===== config.mk =====
export PLATFORM = sky130hd
export DESIGN_NAME = door_security_controller
export DESIGN_NICKNAME = d
export VERILOG_FILES = /design/src/rtl/door_security_controller.sv
export SDC_FILE = /design/constraint.sdc
export NUM_CORES = 1
export LEC_CHECK = 0
export ABC_AREA = 1
export CAP_MARGIN = 20
export CORE_MARGIN = 4
export CORE_UTILIZATION = 60
export DETAILED_ROUTE_END_ITERATION = 10
export HOLD_SLACK_MARGIN = 0.1
export PLACE_DENSITY = 0.83
export SLEW_MARGIN = 20
export SYNTH_ARGS = -nofsm -noshare
export SYNTH_HDL_FRONTEND = slang
export SYNTH_SLANG_ARGS = --single-unit

===== constraint.sdc =====
create_clock -name clk -period 3 [get_ports clk]
set_clock_uncertainty 0.05 [all_clocks]
set_input_delay 0.45 -clock clk [delete_from_list [all_inputs] [get_ports clk]]
set_output_delay 0.45 -clock clk [all_outputs]
set_load 0.03 [all_outputs]

===== src/rtl/door_security_controller.sv =====
`timescale 1ns/1ps
// door_security_controller
//   Arm / exit-delay / armed / entry-delay / alarm sequencer for the door
//   contact, with a 4-digit keypad and a wrong-code lockout.
// Ports:
//   clk, rst_n        : clock, asynchronous active-low reset
//   magnetic_sensor   : 1 = door open
//   arm_req           : one-cycle arm request
//   key_valid/digit   : keypad strobe and BCD digit
//   locked, alarm     : lock actuator and siren drives (registered)
//   armed             : high in ARMED and ENTRY_DELAY (registered)
//   state             : current state encoding
//   bad_tries         : consecutive wrong-code count
module door_security_controller #(
    parameter int unsigned EXIT_CYCLES    = 20,
    parameter int unsigned ENTRY_CYCLES   = 15,
    parameter int unsigned SIREN_CYCLES   = 50,
    parameter int unsigned LOCKOUT_CYCLES = 40,
    parameter logic [15:0] PASSCODE       = 16'h1234,
    parameter int unsigned MAX_TRIES      = 3
) (
    input  logic       clk,
    input  logic       rst_n,
    input  logic       magnetic_sensor,
    input  logic       arm_req,
    input  logic       key_valid,
    input  logic [3:0] key_digit,
    output logic       locked,
    output logic       alarm,
    output logic       armed,
    output logic [2:0] state,
    output logic [1:0] bad_tries
);

    typedef enum logic [2:0] {
        S_DISARMED = 3'd0,
        S_EXIT     = 3'd1,
        S_ARMED    = 3'd2,
        S_ENTRY    = 3'd3,
        S_ALARM    = 3'd4,
        S_LOCKOUT  = 3'd5
    } state_t;

    localparam logic [7:0] EXIT_LOAD    = 8'(EXIT_CYCLES - 1);
    localparam logic [7:0] ENTRY_LOAD   = 8'(ENTRY_CYCLES - 1);
    localparam logic [7:0] SIREN_LOAD   = 8'(SIREN_CYCLES - 1);
    localparam logic [7:0] LOCKOUT_LOAD = 8'(LOCKOUT_CYCLES - 1);
    localparam logic [1:0] MAX_TRIES_W  = 2'(MAX_TRIES);

    // Held as raw bits so the illegal encodings 6/7 stay representable
    // and are steered back to DISARMED by the default branch.
    logic [2:0]  state_q;
    state_t      state_n;
    logic [7:0]  timer_q;
    logic [7:0]  timer_load;
    logic [15:0] digits_q;
    logic [15:0] digits_shift;
    logic [1:0]  count_q;
    logic [1:0]  tries_inc;
    logic        key_take;
    logic        fourth;
    logic        code_ok;
    logic        code_bad;
    logic        lock_trig;
    logic        expired;

    assign state = state_q;

    always_comb begin
        key_take     = key_valid && (state_q != S_LOCKOUT);
        digits_shift = {digits_q[11:0], key_digit};
        fourth       = key_take && (count_q == 2'd3);
        code_ok      = fourth && (digits_shift == PASSCODE);
        code_bad     = fourth && !code_ok;
        tries_inc    = bad_tries + 2'd1;
        lock_trig    = code_bad && (tries_inc == MAX_TRIES_W);
        expired      = (timer_q == '0);
    end

    // Priority: lockout entry > code_ok > timer expiry > door/arm events.
    always_comb begin
        state_n = state_t'(state_q);
        if (lock_trig) begin
            state_n = S_LOCKOUT;
        end else begin
            case (state_q)
                S_DISARMED: if (arm_req && !magnetic_sensor) state_n = S_EXIT;
                S_EXIT: begin
                    if (code_ok)                          state_n = S_DISARMED;
                    else if (expired && !magnetic_sensor) state_n = S_ARMED;
                end
                S_ARMED: begin
                    if (code_ok)              state_n = S_DISARMED;
                    else if (magnetic_sensor) state_n = S_ENTRY;
                end
                S_ENTRY: begin
                    if (code_ok)      state_n = S_DISARMED;
                    else if (expired) state_n = S_ALARM;
                end
                S_ALARM: begin
                    if (code_ok)                          state_n = S_DISARMED;
                    else if (expired && !magnetic_sensor) state_n = S_ARMED;
                end
                S_LOCKOUT: if (expired) state_n = S_ALARM;
                default:   state_n = S_DISARMED;
            endcase
        end
    end

    always_comb begin
        case (state_n)
            S_EXIT:    timer_load = EXIT_LOAD;
            S_ENTRY:   timer_load = ENTRY_LOAD;
            S_ALARM:   timer_load = SIREN_LOAD;
            S_LOCKOUT: timer_load = LOCKOUT_LOAD;
            default:   timer_load = '0;
        endcase
    end

    always_ff @(posedge clk or negedge rst_n) begin
        if (!rst_n) begin
            state_q   <= S_DISARMED;
            timer_q   <= '0;
            digits_q  <= '0;
            count_q   <= '0;
            bad_tries <= '0;
            locked    <= 1'b0;
            alarm     <= 1'b0;
            armed     <= 1'b0;
        end else begin
            state_q <= state_n;

            // Reload on any state change and on expiry-while-staying,
            // which gives a full re-timed dwell when the door is open.
            if ((state_n != state_q) || expired)
                timer_q <= timer_load;
            else
                timer_q <= timer_q - 8'd1;

            if (lock_trig || (state_q == S_LOCKOUT)) begin
                digits_q <= '0;
                count_q  <= '0;
            end else if (key_take) begin
                digits_q <= digits_shift;
                count_q  <= count_q + 2'd1;  // wraps to 0 on the 4th digit
            end

            if ((state_q == S_LOCKOUT) && expired)
                bad_tries <= '0;
            else if (code_ok)
                bad_tries <= '0;
            else if (code_bad)
                bad_tries <= tries_inc;

            locked <= (state_n == S_ARMED) || (state_n == S_ENTRY) ||
                      (state_n == S_ALARM) || (state_n == S_LOCKOUT);
            alarm  <= (state_n == S_ALARM) || (state_n == S_LOCKOUT);
            armed  <= (state_n == S_ARMED) || (state_n == S_ENTRY);
        end
    end

endmodule

# Word level (Yosys, flattened, before mapping)
# Cells that the tools add are included.
[word_totals]
ff_bits = 30
out_inout_bits = 8
[op_classes]
n_addsub = 3
eq_ne = 15
muxes = 18
reduce_logical = 21
[ops]
columns = ["operator", "n"]
rows = [
  ["$mux 12", 2],
  ["$mux 3", 8],
  ["$pmux 6 s4", 1],
  ["$eq 16x13->1 const B", 1],
  ["$pmux 3 s5", 1],
  ["$eq 3x2->1 const B", 4],
  ["$eq 3x3->1 const B", 4],
  ["$mux 2", 5],
  ["$logic_and 1x1->1", 8],
  ["$logic_not 8->1", 1],
  ["$mux 8", 1],
  ["$sub 8x1->8 const B", 1],
  ["$eq 3x1->1 const B", 2],
  ["$logic_or 1x1->1", 6],
  ["$add 2x1->2 const B", 2],
  ["$eq 2x2->1 const B", 2],
  ["$logic_not 3->1", 1],
  ["$ne 3x3->1", 1],
  ["$ne 3x3->1 const B", 1],
  ["$reduce_bool 3->1", 1],
  ["$logic_not 1->1", 2],
  ["$reduce_bool 2->1", 1],
  ["$reduce_or 2->1", 1],
]

# Depth between registers and ports, before layout
# Gate-level depths: netlist of run 1.
[logic_depth]
word_depth = 12
ltp_mapped = 16
mapped_depth_nobuf = 16

# Least setup slack after synthesis of run 1
# Ideal clock, no wire load.
[synth_timing]
kind = "register -> register"
startpoint = "reg state_q[1] (netlist: state[1])"
endpoint = "reg timer_q[1]"
arrival_time_ns = 1.726
t_required_ns = 2.833
slack_ns = 1.107
path_stages_with_launch = 14
period_less_slack_ns = 1.893
cell_sequence = "dfrtp_1 inv_2 nand3_4 nand2_4 nor2_8 nand3_4 nand2_2 clkinv_2 nand3_4 nand2_1 nand2_4 nand2_8 nand2_1 nand2_1"
[synth_between]
elab_chain_cells = 11
word_cells_on_any_way = 31
[synth_lines]
columns = ["element", "line", "text"]
rows = [
  ["from (decl)", "52", "logic [2:0] state_q;"],
  ["from (signal assigned)", "131", "state_q <= state_n;"],
  ["parallel branches: the longest is 7 deep, another holds $pmux 3 s5", "--", ""],
  ["$mux 3 (*)", "83", "if (lock_trig) begin"],
  ["via state_n[0]", "53", "state_t state_n;"],
  ["$eq 3x3->1 (tied with other cells)", "111", "case (state_n)"],
  ["$pmux 6 s4 or $logic_or 1x1->1 (tied branches)", "111, 135", ""],
  ["$mux 8 (*)", "135", "if ((state_n != state_q) || expired)"],
  ["to (signal assigned)", "136", "timer_q <= timer_load;"],
  ["to (signal assigned)", "138", "timer_q <= timer_q - 8'd1;"],
  ["to (decl)", "54", "logic [7:0] timer_q;"],
]
# Mark *: on every way through the listed nets, which the timed path passes.
# A chain may end at the register's enable or synchronous reset.

# Final worst setup path of run 1
[layout_timing]
startpoint = "reg timer_q[0]"
endpoint = "reg timer_q[3]"
[layout_between]
elab_chain_cells = 9
word_cells_on_any_way = 17
[layout_lines]
columns = ["element", "line", "text"]
rows = [
  ["$logic_not 8->1", "77", "expired = (timer_q == '0);"],
  ["$logic_and 1x1->1", "90, 102", ""],
  ["$mux 3", "90, 102", ""],
  ["$mux 3", "101", "if (code_ok) state_n = S_DISARMED;"],
  ["$pmux 3 s5", "86", "case (state_q)"],
  ["$mux 3", "83", ""],
  ["$eq 3x3->1 (tied with other cells)", "111", ""],
  ["$pmux 6 s4 or $logic_or 1x1->1 (tied branches)", "111, 135", ""],
  ["$mux 8 (*)", "135", ""],
]
# Mark *: on every way between the ends. The rest lies on a longest branch, timed or not.

==> flow_summary.json, run 1 <==
{
  "synth-adder-area-share_pct": 2.12,
  "cp.required_ns": 3.18,
  "final_cells": 279,
  "sw_frac_of_total_pct": 31.9,
  "htree_levels": 2,
  "cts_resized": 0,
  "drtIter0Drc": 81,
  "hp-class": "primary input to asynchronous set/reset pin",
  "cpMostUsedCell": "nand2_1",
  "dpl.cell_count": 271,
  "internal_power_w": 0.000662,
  "relSlewSlack_pct": 68.3,
  "grt_usage_pct": 18.9,
  "final.fill_count": 224,
  "reg2reg_to": "timer_q[3]",
  "clk_path_buf_depth": 2,
  "cp.depth": 15,
  "r2r_cells": 15,
  "tightest_slew_ns": 0.475,
  "maxSlewViolCount": 0,
  "crit_end": "timer_q[3]",
  "worstSkewPairLatency_ns": 0.33,
  "postCtsHoldBufs": 0,
  "synth_compound_area_share_pct": 6.36,
  "worst-path-buf-inv": 2,
  "vias": 1446,
  "critPathMaxFanout": 8,
  "syn_inst": 225,
  "root_buffer": "clkbuf_4",
  "clk_pin_slew_ns": 0.09,
  "insertedDiodeCount": 0,
  "drt_pass1_iterations": 4,
  "period_minus_slack_ns": 2.16,
  "synth_top_family_by_area": "simple AND/OR/NAND/NOR gates",
  "gp_congestion": 0.914,
  "core.rowCount": 19,
  "crit_type": "register to register",
  "vias_per_cell": 5.18,
  "drc": 0,
  "nets": 259,
  "max_cap_violations": 0,
  "area_growth_pct": 14.6,
  "power_frac_seq_pct": 48.9,
  "p_leak_nw": 1.05,
  "die_h_um": 62.3,
  "status": "finished, final reports clean",
  "io_pins": 17,
  "grt_pass1_wl_mm": 5.92,
  "switchingPower_w": 0.000310,
  "ys_ff_latch": 30,
  "rsz0062_at_grt": "no",
  "power.total_w": 0.000971,
  "core_um2": 2780,
  "cts_tree": "done",
  "cts.sinks": 30,
  "worst_setup_path_start_kind": "register",
  "finalSetupViolCount": 0,
  "rr_startpoint": "timer_q[0]",
  "synth_xor_area_share_pct": 2.97,
  "ys_warn_count": 0,
  "powerDensity_nw_per_um2": 478,
  "portBuffers": 16,
  "synth_mux_area_share_pct": 0,
  "hold_viol_final": 0,
  "critPathTopFamily": "simple AND/OR/NAND/NOR gates",
  "crit_start": "timer_q[0]",
  "overflow": 0,
  "grt_antenna_before_repair": 0,
  "drive_above_1_share_pct": 12.5,
  "dpl.hpwl_mm": 2.48,
  "hold_slack_ns": 0.446,
  "comb_power_share_pct": 24.9,
  "yosysSeqAreaShare_pct": 42.4,
  "synthDistinctLibCells": 27,
  "crit_arrival_ns": 2.33,
  "die_width_um": 62.3,
  "yosys.area_share.simple_pct": 37.0,
  "ant_nets": 0,
  "fin_setup_tns_ns": 0,
  "die_area_um2": 3890,
  "post-cts-setup-buffers": 0,
  "cp_slowest_stage_delay_ns": 0.37,
  "numCtsBuffers": 5,
  "start_util_pct": 63.7,
  "reg2reg_slack_ns": 0.84,
  "vdd_ir_drop_max_mv": 0.498,
  "fin_crit_sh_pct": 71.9,
  "syn-num-nets": 237,
  "power_frac_clock_pct": 26.1,
  "routedWlPerCell_um": 12.1,
  "grt_pass1_vias": 1431,
  "fmax_ghz": 0.464,
  "critPathCaptureType": "register",
  "cpMaxStageDelayCell": "dfrtp_1",
  "crit_chain": "inv_1 -> ha_1 -> nand2_1 -> nor2_2 -> nand3_1 -> nand2_1 -> nand2_1 -> inv_1 -> nand2_2 -> nand2_1 -> nand2_2 -> nor2_8 -> nand2_8 -> nand2_1 -> nand2_1",
  "avgSynthCellArea_um2": 7.87,
  "syn-cell-area_um2": 1770,
  "grt_max_degree": 31,
  "routed_wl_mm": 3.38
}
==> worst min path at each step <==
stage,to,depth (start not counted),startpoint,slack (ns)
6_report,count_q[0],2,rst_n,0.45
5_1_grt,digits_q[0],2,rst_n,0.47
4_1_cts,digits_q[2],2,rst_n,0.45
3_5_place_dp,count_q[1],1,count_q[1],0.44
3_3_place_gp,count_q[0],1,count_q[0],0.44
2_1_floorplan,alarm,0,rst_n,0.10
==> state kept, by name (all words and copies together) (netlist names) <==
name	flops
count_q	2
armed	1
bad_tries	2
alarm	1
locked	1
timer_q	8
state	3
digits_q	12
==> layout make-up <==
type | count | area [um2] | share of cell area, %
Timing Repair Buffer | 17 | 168 | 8.26
Clock buffer | 7 | 55.1 | 2.71
Sequential cell | 30 | 751 | 37.0
Tap cell | 31 | 38.8 | 1.91
Multi-Input combinational cell | 152 | 858 | 42.3
Clock inverter | 1 | 5.00 | 0.246
Inverter | 41 | 155 | 7.64
==> cell families (layout without fill, tap and decap cells) <==
kind of cell / Yosys count / after routing
simple gates: 125 / 125
buf+inv: 43 / 66
flops: 30 / 30
compound gates: 18 / 18
xor+xnor: 6 / 6
fa+ha+maj: 3 / 3
==> layout by cell type (no fill, tap or decap), types with 2 or more instances in the layout <==
| cell type | netlist | routed |
|---|---|---|
| inv_2 | 2 | 2 |
| clkbuf_4 | 0 | 5 |
| nand4_1 | 5 | 5 |
| nor2_1 | 26 | 26 |
| clkinv_2 | 1 | 2 |
| nor2_8 | 2 | 2 |
| nand2_1 | 58 | 58 |
| inv_1 | 38 | 38 |
| xor2_1 | 4 | 4 |
| nand3_1 | 13 | 13 |
| nand3_4 | 4 | 4 |
| nand2_4 | 2 | 2 |
| ha_1 | 3 | 3 |
| xnor2_1 | 2 | 2 |
| nand2_2 | 6 | 6 |
| dfrtp_1 | 30 | 30 |
| clkdlybuf4s50_1 | 0 | 16 |
| o21ai_0 | 3 | 3 |
| o22ai_1 | 12 | 12 |
| nor2_2 | 4 | 4 |
==> power by group through the flow <==
stage	Clock (W)	Sequential, W	Combinational (W)
floorplan	0	0.000495	0.000158
CTS	0.000259	0.000475	0.000244
finish	0.000254	0.000475	0.000242
global route	0.000281	0.000482	0.000279
global placement	0	0.000482	0.000238
detailed placement	0	0.000483	0.000239
==> layer usage <==
layer	track usage, %	routed length, um	vias to the layer above
li1	-	-	753
met1	25.3	1650	656
met2	27.8	1520	35
met3	6.31	193	2
met4	7.96	19	0
met5	0	0	-
==> synth_stat cells, drive strengths merged <==
cell type / count / area share, %
nor3b: 1 / 0.42
nand4: 5 / 1.8
clkbuf: 2 / 0.42
a21oi: 1 / 0.28
nor3: 1 / 0.28
a32o: 1 / 0.56
nor2: 32 / 9.2
ha: 3 / 2.1
dfrtp: 30 / 42
o22ai: 12 / 4.2
inv: 40 / 8.5
xnor2: 2 / 0.99
nand2: 67 / 17
clkinv: 1 / 0.28
or3: 1 / 0.35
xor2: 4 / 2.0
o31ai: 1 / 0.42
nand3: 18 / 8.2
o21ai: 3 / 0.85
==> through the flow <==
| step | area (um2) | setup slack (ns) | util, % |
|---|---|---|---|
| global route | 2030 | 0.596 | 73.0 |
| finish | 2030 | 0.843 | 73.0 |
| floorplan | 1770 | 1.11 | - |
| CTS | 2030 | 0.853 | 73.0 |
| global placement | 1970 | 0.668 | 70.9 |
| detailed placement | 1970 | 0.615 | 70.9 |
(Power assumes the default switching activity.)
==> run 2, diff against run 1 <==
--- a/config.mk
+++ b/config.mk
@@ -8,10 +8,10 @@
 export ABC_AREA = 1
 export CAP_MARGIN = 20
 export CORE_MARGIN = 4
-export CORE_UTILIZATION = 60
+export CORE_UTILIZATION = 51
 export DETAILED_ROUTE_END_ITERATION = 10
 export HOLD_SLACK_MARGIN = 0.1
-export PLACE_DENSITY = 0.83
+export PLACE_DENSITY = 0.75
 export SLEW_MARGIN = 20
 export SYNTH_ARGS = -nofsm -noshare
 export SYNTH_HDL_FRONTEND = slang
==> constraint.sdc (replaced) <==
create_clock -name clk -period 1.8 [get_ports clk]
set_clock_uncertainty 0.05 [all_clocks]
set_input_delay 0.27 -clock clk [delete_from_list [all_inputs] [get_ports clk]]
set_output_delay 0.27 -clock clk [all_outputs]
set_load 0.03 [all_outputs]
==> flow_summary.json, run 2 (synthesis results as in run 1) <==
{
  "core.rowCount": 21,
  "final.fill_count": 246,
  "critPathCaptureType": "register",
  "multiInputGateArea_um2": 943,
  "internal_power_w": 0.00120,
  "power_frac_seq_pct": 45.2,
  "setup_slack_ns": -0.119,
  "finalSetupViolCount": 8,
  "powerDensity_nw_per_um2": 698,
  "sw_frac_of_total_pct": 31.5,
  "routedWlPerCell_um": 12.3,
  "htree_levels": 2,
  "start_util_pct": 53.1,
  "grt_pass1_wl_mm": 6.89,
  "drtIter0Drc": 52,
  "switchingPower_w": 0.000549,
  "final_cells": 338,
  "fin_crit_sh_pct": 107,
  "die_h_um": 66.9,
  "cp.required_ns": 2.01,
  "grt_antenna_before_repair": 0,
  "hp-class": "primary input to asynchronous set/reset pin",
  "clk_pin_slew_ns": 0.09,
  "p_leak_nw": 1.27,
  "top_layer_used": "met4",
  "placed_area_um2": 2300,
  "top_register": "digits_q",
  "hold_viol_final": 0,
  "die_width_um": 66.9,
  "drc": 0,
  "vdd_ir_drop_max_mv": 0.519,
  "status": "complete, but fails checks",
  "portBuffers": 16,
  "period_minus_slack_ns": 1.92,
  "largest_reg_flops": 12,
  "max_cap_violations": 0,
  "worst_setup_path_start_kind": "register",
  "comb_power_share_pct": 31.2,
  "area_growth_pct": 41.1,
  "rsz0062_at_grt": "yes",
  "root_buffer": "clkbuf_4",
  "drive_above_1_share_pct": 34.9,
  "power_frac_clock_pct": 23.6,
  "dpl.cell_count": 325,
  "worstSkewPairLatency_ns": 0.32,
  "nets": 303,
  "numCtsBuffers": 5,
  "cts.sinks": 30,
  "wl_met1_mm": 1.87,
  "tightest_slew_ns": 0.381,
  "crit_arrival_ns": 2.13,
  "wl_met3_um": 114,
  "grt_max_degree": 31,
  "vias": 1622,
  "layout_common_cells": "49 x nand2_1, 41 x buf_4, 32 x inv_1",
  "routed_wl_mm": 4.16,
  "grt_usage_pct": 20.9,
  "insertedDiodeCount": 0,
  "crit_type": "register to register",
  "ant_nets": 0,
  "clk_path_buf_depth": 2,
  "die_area_um2": 4480,
  "fmax_ghz": 0.521,
  "regArea_um2": 756,
  "drt_pass1_iterations": 4,
  "final_common_cell": "nand2_1",
  "cts_tree": "done",
  "grt_pass1_vias": 1590,
  "core_um2": 3340,
  "vias_per_cell": 4.80,
  "dpl.hpwl_mm": 3.11,
  "maxSlewViolCount": 0,
  "fin_area_um2": 2500,
  "fin_setup_tns_ns": -0.723,
  "relSlewSlack_pct": 74.6,
  "violations": "setup timing",
  "wl_met2_mm": 2.11,
  "pre_cts_ws_ns": -0.312,
  "critPathMaxFanout": 7,
  "postCtsHoldBufs": 0,
  "gp_congestion": 0.913,
  "overflow": 0,
  "io_pins": 17
}
-- run 2: changes by cell type in the layout (fill, tap and decap cells not counted), sizes merged --
| cell | before | now |
|---|---|---|
| buf | 1 | 45 |
| clkdlybuf4s50 | 16 | 14 |
| dlygate4sd2 | 0 | 2 |
-- run 2: cell type report --
type	count	area share, %
Clock buffer	7	2.20
Timing Repair Buffer	61	21.1
Multi-Input combinational cell	152	37.7
Tap cell	46	2.30
Clock inverter	1	0.200
Inverter	41	6.21
Sequential cell	30	30.2
-- run 2: metrics by stage --
step           power [W]  hold slack (ns)  util (%)
2_1_floorplan    0.00109          -0.0756         -
3_3_place_gp     0.00127            0.435      69.0
3_5_place_dp     0.00129            0.434      69.0
4_1_cts          0.00173            0.281      72.8
5_1_grt          0.00185            0.329      74.9
6_report         0.00175            0.299      74.9
-- run 2: worst paths after layout --
kind,cells after the start,start,slack [ns],endpoint
worst max-delay path,16,timer_q[1],-0.12,timer_q[6]
worst min-delay path,2,rst_n,0.30,timer_q[0]
worst max register to register,16,timer_q[1],-0.12,timer_q[6]
worst min register to register,1,count_q[1],0.45,count_q[1]
max in group asynchronous,2,rst_n,1.10,timer_q[6]
min in group clk,1,count_q[1],0.45,count_q[1]
-- run 2: what timing repair did --
item                       in CTS  in global routing
setup endpoints to repair      12                 10
gates resized for setup        16                 17
pin swaps                      10                  1
buffers inserted                3                  2
-- run 2: power by group through the flow --
stage	sequential (W)	clock, W	combinational, W
floorplan	0.000824	0	0.000265
global placement	0.000796	0	0.000474
detailed placement	0.000800	0	0.000486
CTS	0.000787	0.000431	0.000517
global route	0.000798	0.000454	0.000601
finish	0.000789	0.000412	0.000545
-- run 2: critical path, stage by stage (launching register included) --
cell	delay [ns]
dfrtp_1	0.39
inv_2	0.07
ha_4	0.16
nand2_4	0.05
nor2_4	0.14
buf_6	0.12
nand3_2	0.05
nand2_1	0.06
nand2_1	0.05
inv_2	0.05
nand2_2	0.06
nand2_2	0.08
nand2_4	0.07
nor2_8	0.18
nand2_8	0.09
buf_12	0.14
nor2_4	0.06
-- run 2: metal layers --
layer  GRT usage [%]  vias to the layer above
met5               0                        -
met4            7.85                        0
met3            3.71                        7
met2            34.8                       30
met1            26.8                      747
li1                -                      838
